===== src/rtl/uart_tx_cfg.sv =====
// Configurable UART transmitter: start + DATA_BITS (LSB first) + optional parity + 1/2 stop bits.
// Baud divider, frame latch and FSM share one clock and one synchronous active-high reset.
module uart_tx_cfg #(
   parameter int unsigned UART_INPUT_CLK = 100_000_000,
   parameter int unsigned BAUD_RATE      = 9600,
   parameter int unsigned DATA_BITS      = 8,
   parameter int unsigned PARITY_MODE    = 0,
   parameter int unsigned STOP_BITS      = 1
) (
   input  logic                 clk,
   input  logic                 rst,
   input  logic                 tx_en,
   input  logic [DATA_BITS-1:0] data_in,
   output logic                 tx,
   output logic                 done,
   output logic                 busy
);

   localparam int unsigned DIV   = UART_INPUT_CLK / BAUD_RATE;
   localparam int unsigned BaudW = (DIV < 2) ? 1 : $clog2(DIV);
   localparam int unsigned BitW  = (DATA_BITS < 2) ? 1 : $clog2(DATA_BITS);

   localparam logic [BaudW-1:0] BaudLast = BaudW'(DIV - 1);
   localparam logic [BitW-1:0]  DataLast = BitW'(DATA_BITS - 1);
   localparam logic [BitW-1:0]  StopLast = BitW'(STOP_BITS - 1);

   if (DIV < 2) begin : g_bad_div
      $error("uart_tx_cfg: UART_INPUT_CLK/BAUD_RATE must be at least 2");
   end
   if (DATA_BITS < 5 || DATA_BITS > 9) begin : g_bad_data_bits
      $error("uart_tx_cfg: DATA_BITS must be 5..9");
   end
   if (PARITY_MODE > 2) begin : g_bad_parity
      $error("uart_tx_cfg: PARITY_MODE must be 0, 1 or 2");
   end
   if (STOP_BITS < 1 || STOP_BITS > 2) begin : g_bad_stop
      $error("uart_tx_cfg: STOP_BITS must be 1 or 2");
   end

   typedef enum logic [2:0] {StIdle, StStart, StData, StParity, StStop} state_e;

   state_e                 state_q, state_d;
   logic [BaudW-1:0]       baud_q, baud_d;
   logic [BitW-1:0]        bit_q, bit_d;
   logic [DATA_BITS-1:0]   shift_q, shift_d;
   logic                   par_q, par_d;
   logic                   tx_q, tx_d;
   logic                   busy_q, busy_d;
   logic                   done_q, done_d;
   logic                   baud_last;

   always_ff @(posedge clk) begin
      if (rst) begin
         state_q <= StIdle;
         baud_q  <= '0;
         bit_q   <= '0;
         shift_q <= '0;
         par_q   <= 1'b0;
         tx_q    <= 1'b1;
         busy_q  <= 1'b0;
         done_q  <= 1'b0;
      end else begin
         state_q <= state_d;
         baud_q  <= baud_d;
         bit_q   <= bit_d;
         shift_q <= shift_d;
         par_q   <= par_d;
         tx_q    <= tx_d;
         busy_q  <= busy_d;
         done_q  <= done_d;
      end
   end

   always_comb begin
      state_d   = state_q;
      baud_d    = baud_q;
      bit_d     = bit_q;
      shift_d   = shift_q;
      par_d     = par_q;
      tx_d      = tx_q;
      busy_d    = busy_q;
      done_d    = 1'b0;
      baud_last = (baud_q == BaudLast);

      // Baud counter free-runs in every bit state and wraps on its terminal count.
      if (state_q != StIdle) begin
         baud_d = baud_last ? '0 : baud_q + 1'b1;
      end

      unique case (state_q)
         StIdle: begin
            tx_d   = 1'b1;
            busy_d = 1'b0;
            if (tx_en) begin
               state_d = StStart;
               shift_d = data_in;
               par_d   = (PARITY_MODE == 1) ? ~^data_in : ^data_in;
               baud_d  = '0;
               bit_d   = '0;
               tx_d    = 1'b0;
               busy_d  = 1'b1;
            end
         end
         StStart: begin
            if (baud_last) begin
               state_d = StData;
               bit_d   = '0;
               tx_d    = shift_q[0];
            end
         end
         StData: begin
            if (baud_last) begin
               if (bit_q == DataLast) begin
                  bit_d = '0;
                  if (PARITY_MODE != 0) begin
                     state_d = StParity;
                     tx_d    = par_q;
                  end else begin
                     state_d = StStop;
                     tx_d    = 1'b1;
                  end
               end else begin
                  bit_d   = bit_q + 1'b1;
                  shift_d = shift_q >> 1;
                  tx_d    = shift_q[1];
               end
            end
         end
         StParity: begin
            if (baud_last) begin
               state_d = StStop;
               tx_d    = 1'b1;
            end
         end
         StStop: begin
            // bit_q counts stop bits here so two stop bits reuse the same counter.
            if (baud_last) begin
               if (bit_q == StopLast) begin
                  state_d = StIdle;
                  busy_d  = 1'b0;
                  done_d  = 1'b1;
               end else begin
                  bit_d = bit_q + 1'b1;
               end
            end
         end
         default: begin
            state_d = StIdle;
         end
      endcase
   end

   assign tx   = tx_q;
   assign busy = busy_q;
   assign done = done_q;

endmodule


===== config.mk =====
export PLATFORM = sky130hd
export DESIGN_NAME = uart_tx_cfg
export DESIGN_NICKNAME = d
export VERILOG_FILES = /design/src/rtl/uart_tx_cfg.sv
export SDC_FILE = /design/constraint.sdc
export NUM_CORES = 1
export LEC_CHECK = 0
export ABC_AREA = 1
export CAP_MARGIN = 20
export CORE_ASPECT_RATIO = 0.9
export CORE_MARGIN = 5
export CORE_UTILIZATION = 55
export DETAILED_ROUTE_END_ITERATION = 7
export GPL_TIMING_DRIVEN = 0
export HOLD_SLACK_MARGIN = 0.1
export PLACE_DENSITY = 0.81
export SLEW_MARGIN = 20
export SYNTH_ARGS = -nofsm -noshare
export SYNTH_HDL_FRONTEND = slang
export SYNTH_SLANG_ARGS = --single-unit

===== constraint.sdc =====
create_clock -name clk -period 2 [get_ports clk]
set_input_delay 0.5 -clock clk [delete_from_list [all_inputs] [get_ports clk]]
set_output_delay 0.5 -clock clk [all_outputs]
set_load 0.01 [all_outputs]

==> metrics, run 1 <==
peak supply drop=0.695 mV; share of layout cells above drive strength 1=0.0941; post-layout util=0.651; Via Count=1704; Async SR Flop Fraction=0; Setup Crit Path Kind=reg -> out; Post-CTS Setup Inserts=0; Psw=1.05 mW; grt ovf=0; critical-path cell list=clkdlybuf4s50_1; Synth area leader=dfxtp_1; Syn Inst Count=267; nets=301; final wirelength=3.80 mm; largest net degree at the start of global routing=11; worst path bufs/invs=1; largest cells by area after synthesis=dfxtp_1, nand2_1, nand3_1; max_cap viols=0; Ports=14; Port-buffer cells=12; Netlist cell types=29; GRT Total Usage=0.181; Startpoint Class=register; Pre-antenna DRT Iters=4; nature of the critical path endpoint=primary output; Worst EP arrival=1.26 ns; die width=69.8 µm; Final Slew Violations=0; Worst R2R End=shift_q[5]; H-Tree Level Count=2; logic gate share of total power=0.488; CTS Buffer Depth=2; internal power=1.31 mW; worst hold path class=reg -> reg; Max Freq=567 MHz; initial drt markers=87; switching share of power=0.445; top-area cell type share of the netlist area=0.350; Period Utilization, post-route=0.882; row count=19; Core ar.=3070 µm²; number of hold buffers added after cts=0; antenna cell count=0; Worst Hold End=shift_q[5]; Hold Path Cell Cnt=2; CTS tree=built; Synth Area per Inst=6.64 µm²; Root Buffer=clkbuf_4; top_reg_cell synth=dfxtp_1; syn_nets=282; Power Density=1180 nW/µm²; Clk network pwr share=0.154; DRC=0; number of synthesized flops with an enable pin=0; die height=63.9 µm; status=finished clean; Synth warnings=0; Layout area overhead=12.6%; clock-pin slew on the worst setup and hold paths=0.10 ns; post-DR vias/cell=5.18; CTS resizes=0; Top Family by Delay on Critical Path=buffers and inverters; first-pass GRT wire length=6.64 mm; Worst Path Required=1.50 ns; vias in the first global route=1470; Antenna Violating Nets Remaining=0; clock latency at the later pin of the worst-skew pair=0.34 ns; reg2reg start=bit_q[0]; sequential share of the synthesized area=0.350; initial antenna violation count=0; r2r setup slk=0.26 ns; Fillers=294; Final setup viols=0; Slew @ Worst Pin=0.501 ns; RSZ-0062 raised after global routing=no; FF-to-FF path depth=9; CP startpoint=tx; Leakage=0.837 nW; Initial Utilization=0.578; slowest cell delay on critical path=0.56 ns; Mapped Area=1770 µm²; Flop pwr share=0.358; die area=4460 µm²; Slew HR=0.666; routed len/inst=11.6 µm; min-delay src=shift_q[5]; Final Hold Fails=0; CTS sink cnt=31; setup TNS=0 ns; dpl hpwl=2.79 mm; Tmin final=1.76 ns; Placer Congestion=0.952; cell at the slowest stage of the critical path=clkdlybuf4s50_1; Fin Clk Skew=0.00939 ns; CTS buffer count=5; #FFs+latches synth=31; Max FO, Critical Path=2
[power by group through the flow]
stage          registers (mW)  clock network (mW)  logic [mW]
4_1_cts                 0.845               0.366        1.15
5_1_grt                 0.862               0.399        1.31
3_5_place_dp            0.856                   0        1.14
2_1_floorplan           0.842                   0       0.901
3_3_place_gp            0.854                   0        1.13
6_report                0.845               0.362        1.15
[cell usage in the layout (no fill, tap or decap), types with 4 or more instances in the layout]
cell type        count
nand2_2              4
nand2_1             64
ha_1                 4
dfxtp_1             31
clkbuf_4             5
o21ai_0             18
clkbuf_1             4
nor2_4               4
nand3_1             25
inv_1               31
nor2_1              31
a21oi_1             24
clkdlybuf4s50_1     12
[worst register-to-register path, delay by kind of cell, from the launching register on]
family / cells / cell delay [ns]
DFF: 1 / 0.35
AOI/OAI and AO/OA: 3 / 0.44
buffers and inverters: 2 / 0.23
and+or+nand+nor: 2 / 0.20
adders and majority gates: 2 / 0.42
[layer usage]
layer  routed length (µm)  vias up  track usage
met1                 1980      753        0.261
met2                 1590       38        0.263
met3                  188        6       0.0455
met4                   45        0       0.0622
met5                    0        -            0
li1                     -      907            -
[layout make-up]
type | count | area, µm² | area share
Sequential cell | 31 | 621 | 0.311
Tap cell | 42 | 52.6 | 0.0263
Multi-Input combinational cell | 195 | 970 | 0.486
Clock buffer | 7 | 45.0 | 0.0226
Inverter | 33 | 124 | 0.0621
Buffer | 8 | 58.8 | 0.0295
Timing Repair Buffer | 12 | 120 | 0.0602
Clock inverter | 1 | 5.00 | 0.00251
[cells in the mapped netlist, types with 2 or more instances]
master,instances
inv_1,31
nor2_4,4
buf_2,2
buf_6,3
o21ai_0,18
nand4_1,3
nand2_2,4
a21oi_1,24
nor3_1,3
nor2_1,31
a21oi_2,3
ha_1,4
inv_2,2
o211ai_1,2
nand2_1,64
nand3_1,25
clkbuf_1,2
dfxtp_1,31
[state kept, by name (all words and copies together), names as in the netlist]
signal,count
baud_q,14
bit_q,3
busy,1
done,1
shift_q,8
state_q,3
tx,1
[kinds of logic (layout without fill, tap and decap cells)]
| kind of cell | after synthesis | in the layout | share of synthesized area |
|---|---|---|---|
| and+or+nand+nor | 138 | 138 | 0.348 |
| AOI/OAI and AO/OA | 52 | 52 | 0.166 |
| buffers and inverters | 41 | 61 | 0.103 |
| DFF | 31 | 31 | 0.350 |
| adders and majority gates | 4 | 4 | 0.0282 |
| xor gates and xnor gates | 1 | 1 | 0.00494 |
[through the flow]
| stage | std cells | hold WS, ns | power [mW] | instance area (µm²) | setup WS, ns |
|---|---|---|---|---|---|
| after floorplan | 267 | 0.424 | 1.74 | 1770 | 0.518 |
| after global placement | 321 | 0.437 | 1.98 | 1950 | 0.0768 |
| after detailed placement | 321 | 0.441 | 2.00 | 1950 | 0.0735 |
| after CTS | 329 | 0.454 | 2.36 | 2000 | 0.238 |
| after global routing | 329 | 0.483 | 2.57 | 2000 | 0.0796 |
| final | 329 | 0.454 | 2.36 | 2000 | 0.237 |
[worst max path at each step]
stage	end	cells after the start
after floorplan	shift_q[5]	9
final	tx	1
after detailed placement	shift_q[5]	7
after global routing	shift_q[5]	9
after global placement	shift_q[5]	7
after CTS	tx	1
(Power assumes the default switching activity.)
==> run 2, diff against run 1 <==
Settings changed: PLACE_DENSITY 0.81 to 0.87.
==> run 2 against run 1 <==
  * Sequential cell count unchanged
  * Cell area up 1.1%
  * Sequential power about the same
  * Total power up 4.8%
  * Worst hold slack about the same
  * Utilization up 0.69 points
  * Critical path type unchanged
  * Largest power group unchanged
==> metrics, run 2 (synthesized netlist as in run 1, its figures left out) <==
Final Hold Fails=0 (unchanged); Leakage=0.846 nW (+1.1%); Root Buffer=clkbuf_4; worst path bufs/invs=1 (unchanged); largest net degree at the start of global routing=11 (unchanged); number of hold buffers added after cts=0 (unchanged); max reg flops=14 (unchanged); setup TNS=0 ns (unchanged); max_cap viols=0 (unchanged); dpl hpwl=2.75 mm (-1.3%); nets=301 (unchanged); Pre-antenna DRT Iters=4 (unchanged); status=finished clean; Ports=14 (unchanged); final instance area=2020 µm² (+1.1%); Tmin final=1.74 ns (-0.0239 ns); Slew HR=0.677 (+0.0107); Max Freq=575 MHz (+1.4%); routing usage on met2=0.281 (+0.0177); Max FO, Critical Path=2 (unchanged); FF-to-FF path depth=9 (unchanged); Largest regs=baud_q x14, shift_q x8; min-delay src=shift_q[3]; Placed Cells=321 (unchanged); final wirelength=3.81 mm (+0.11%); met1 usage=0.244 (-0.0170); post-DR vias/cell=5.18 (about the same); pre-CTS WS=0.0877 ns (+0.0142 ns); grt ovf=0 (unchanged); CTS tree=built; most common cell after layout, fill and taps aside=nand2_1; Final setup viols=0 (unchanged); Placer Congestion=0.951 (-0.11%); GRT Total Usage=0.180 (-0.000836); Core ar.=3070 µm² (unchanged); slowest cell delay on critical path=0.55 ns (about the same); initial antenna violation count=0 (unchanged); fin cells=328 (-0.30%); nature of the critical path endpoint=primary output; Reg with most FFs=baud_q; clock-pin slew on the worst setup and hold paths=0.09 ns (about the same); r2r setup slk=0.26 ns (about the same); first-pass GRT wire length=6.59 mm (-0.72%); initial drt markers=81 (-6.9%); Port-buffer cells=12 (unchanged); Worst R2R End=shift_q[5]; CTS resizes=0 (unchanged); CTS buffer count=5 (unchanged); antenna cell count=0 (unchanged); Post-CTS Setup Inserts=0 (unchanged); clock latency at the later pin of the worst-skew pair=0.33 ns (about the same); Hold Path Cell Cnt=2 (unchanged); share of layout cells above drive strength 1=0.0944 (+0.000329); Worst Path Required=1.50 ns (about the same); Setup Crit Path Kind=reg -> out; reg2reg start=bit_q[0]; Antenna Violating Nets Remaining=0 (unchanged); Initial Utilization=0.578 (unchanged); worst hold path class=reg -> reg; Startpoint Class=register; Layout area overhead=13.8%; row count=19 (unchanged); vias in the first global route=1496 (+1.8%); Period Utilization, post-route=0.870 (-0.0119); Worst EP arrival=1.24 ns (-0.02 ns); critical-path cell list=clkdlybuf4s50_1; Slew @ Worst Pin=0.485 ns (-0.0160 ns); CTS sink cnt=31 (unchanged); Worst Hold End=shift_q[3]; Fin Clk Skew=0.00742 ns (-0.00197 ns); Fin Hold WS=0.454 ns (+0.000385 ns); routed len/inst=11.6 µm (+0.41%); die width=69.8 µm (unchanged); peak supply drop=0.755 mV (+8.6%); post-layout util=0.658 (+0.00694); die height=63.9 µm (unchanged); die area=4460 µm² (unchanged); RSZ-0062 raised after global routing=no; Top Family by Delay on Critical Path=buffers and inverters; Most Crowded Layer GR=met2; DRC=0 (unchanged); cell at the slowest stage of the critical path=clkdlybuf4s50_1; Via Count=1698 (-0.35%); H-Tree Level Count=2 (unchanged); Power Density=1230 nW/µm² (+3.7%); Final Slew Violations=0 (unchanged); CTS Buffer Depth=2 (unchanged); Setup WS post-layout=0.261 ns (+0.0239 ns); most frequent cells in the layout=nand2_1, inv_1, nor2_1, dfxtp_1, nand3_1; Tot Pwr=2.47 mW (+4.8%); met3 GRT Util=0.0376 (-0.00784); Post-DP Area=1950 µm² (unchanged)
==> run 2: changes by cell type in the layout (fill, tap and decap cells not counted), sizes merged <==
cell,change
bufinv,+1
clkinv,-1
clkbuf,-1
==> run 2: metal layers <==
layer	share of wire	wire, µm
met3	0.048	183
met5	0	0
met1	0.49	1880
met4	0.019	72
met2	0.44	1670
==> run 2: worst max path at each step <==
stage | end | slack [ns] | startpoint | depth (start not counted)
2_1_floorplan | shift_q[5] | 0.52 | bit_q[0] | 9
3_3_place_gp | shift_q[5] | 0.10 | tx_en | 7
3_5_place_dp | shift_q[5] | 0.09 | tx_en | 7
4_1_cts | tx | 0.25 | tx | 1
5_1_grt | baud_q[13] | 0.11 | baud_q[0] | 9
6_report | tx | 0.26 | tx | 1
==> run 2: worst register-to-register path, cell delays in order, from the launching register on <==
cell	delay [ns]
dfxtp_1	0.34
ha_1	0.21
ha_1	0.21
inv_1	0.07
nand2_2	0.08
a21oi_2	0.24
nand2_2	0.12
buf_6	0.16
o21ai_0	0.13
a21oi_1	0.07
==> run 2: cell type report <==
cell class	instances	area (µm²)
multi-input combinational	195	970
sequential	31	621
fill	283	1050
timing repair buffer	12	120
clock buffer	6	41.3
tap	42	52.6
inverter	33	124
clock inverter	1	30.0
buffer	8	58.8
==> run 2: where the power goes <==
part / internal (mW) / switching (mW) / leakage [nW]
Clock: 0.257 / 0.208 / 0.0383
Sequential: 0.750 / 0.0928 / 0.253
Combinational: 0.423 / 0.743 / 0.554
==> run 3, diff against run 2 <==
==> constraint.sdc (replaced) <==
create_clock -name clk -period 2 [get_ports clk]
set_input_delay 0.5 -clock clk [delete_from_list [all_inputs] [get_ports clk]]
set_output_delay 0.5 -clock clk [all_outputs]
set_load 0.1 [all_outputs]
==> run 3 against run 2 <==
  * Via count fell by 0.35%
  * Fmax is 1.1% lower
  * Critical endpoint unchanged
  * Clock power hardly changed
  * Count of clock-buffer cells in the layout did not move
  * Clock skew is essentially flat
  * Register-to-register slack is essentially flat
  * Sequential power hardly changed
  * Sequential cell count did not move
  * Die area stayed put
  * Final cell count unchanged
  * Critical path type unchanged
  * Critical path depth stayed put
  * Highest routed layer unchanged
==> metrics, run 3 (synthesized netlist as in run 1, its figures left out) <==
Max Freq=568 MHz (-1.1%); Largest regs=baud_q x14, shift_q x8; initial drt markers=82 (+1.2%); share of layout cells above drive strength 1=0.105 (+0.0105); peak supply drop=0.756 mV (+0.10%); r2r setup slk=0.26 ns (about the same); Max FO, Critical Path=2 (unchanged); Fin Clk Skew=0.00760 ns (+0.000185 ns); Power Density=1270 nW/µm² (+3.5%); critical-path cell list=clkdlybuf4s15_2; clock latency at the later pin of the worst-skew pair=0.33 ns (about the same); grt ovf=0 (unchanged); antenna cell count=0 (unchanged); initial antenna violation count=0 (unchanged); die height=63.9 µm (unchanged); Placer Congestion=0.951 (unchanged); die width=69.8 µm (unchanged); Tot Pwr=2.56 mW (+3.3%); most common cell after layout, fill and taps aside=nand2_1; Core ar.=3070 µm² (unchanged); GRT Total Usage=0.180 (unchanged); Port-buffer cells=12 (unchanged); clock-pin slew on the worst setup and hold paths=0.09 ns (about the same); Initial Utilization=0.578 (unchanged); final instance area=2010 µm² (-0.12%); max_cap viols=0 (unchanged); number of hold buffers added after cts=0 (unchanged); CTS tree=built; Via Count=1692 (-0.35%); nets=301 (unchanged); Post-DP Area=1950 µm² (unchanged); nature of the critical path endpoint=primary output; slowest cell delay on critical path=0.57 ns (+0.02 ns); Tmin final=1.76 ns (+0.0200 ns); CTS buffer count=5 (unchanged); Slew HR=0.635 (-0.0417); vias in the first global route=1496 (unchanged); Final Hold Fails=0 (unchanged); Worst Path Required=1.50 ns (about the same); row count=19 (unchanged); final wirelength=3.81 mm (+0.11%); CTS sink cnt=31 (unchanged); Layout area overhead=13.6%; status=finished clean; Root Buffer=clkbuf_4; H-Tree Level Count=2 (unchanged); DRC=0 (unchanged); Final setup viols=0 (unchanged); Ports=14 (unchanged); die area=4460 µm² (unchanged); max reg flops=14 (unchanged); Antenna Violating Nets Remaining=0 (unchanged); setup TNS=0 ns (unchanged); worst hold path class=reg -> reg; Reg with most FFs=baud_q; dpl hpwl=2.75 mm (unchanged); Final Slew Violations=0 (unchanged); Startpoint Class=register; post-DR vias/cell=5.16 (-0.35%); Leakage=0.849 nW (+0.34%); pre-CTS WS=0.0312 ns (-0.0565 ns); first-pass GRT wire length=6.59 mm (unchanged); Setup Crit Path Kind=reg -> out; Pre-antenna DRT Iters=4 (unchanged); fin cells=328 (unchanged); CTS Buffer Depth=2 (unchanged); most frequent cells in the layout=nand2_1, inv_1, nor2_1, dfxtp_1, nand3_1; post-layout util=0.657 (-0.000816); Fin Hold WS=0.455 ns (+0.0000830 ns); worst path bufs/invs=1 (unchanged); Worst EP arrival=1.26 ns (+0.02 ns); RSZ-0062 raised after global routing=no; Top Family by Delay on Critical Path=buffers and inverters; largest net degree at the start of global routing=11 (unchanged); routed len/inst=11.6 µm (+0.11%); Slew @ Worst Pin=0.550 ns (+0.0651 ns); Setup WS post-layout=0.241 ns (-0.0200 ns); Period Utilization, post-route=0.880 (+0.0100); cell at the slowest stage of the critical path=clkdlybuf4s15_2; Placed Cells=321 (unchanged)
## run 3: cell types whose count changed in the layout (fill, tap and decap cells not counted), sizes merged
cell,before,now
clkdlybuf4s15,0,2
clkbuf,8,9
clkdlybuf4s50,12,9
## run 3: power breakdown
group	internal [mW]	total, mW	switching (mW)	leakage, nW
logic	0.419	1.25	0.829	0.557
clock network	0.257	0.466	0.209	0.0383
registers	0.750	0.843	0.0929	0.253
total	1.43	2.56	1.13	0.849
## run 3: layer usage
metal	GRT usage	up-vias	part of all wire
met4	0.0742	0	0.019
li1	-	897	-
met5	0	-	0
met1	0.244	749	0.49
met3	0.0376	9	0.049
met2	0.281	37	0.44
## run 3: final timing paths
path / from / end / cells after the start
setup reg to reg: bit_q[0] / shift_q[5] / 9
setup / recovery: tx / tx / 1
hold / removal: shift_q[3] / shift_q[3] / 2
hold reg to reg: shift_q[3] / shift_q[3] / 2
## run 3: layout make-up
cell class | count | area, µm²
flip-flops and latches | 31 | 621
multi-input cells | 195 | 970
inverters | 33 | 124
clock buffers | 6 | 41.3
plain buffers | 8 | 58.8
well taps | 42 | 52.6
repair buffers | 12 | 118
clock inverters | 1 | 30.0
fillers | 283 | 1050
## run 3: repair_timing
action	in CTS	in global routing
gates resized for setup	7	2
gates cloned	0	0
setup endpoints to repair	3	1
setup buffers	0	0
hold endpoints to repair	0	0
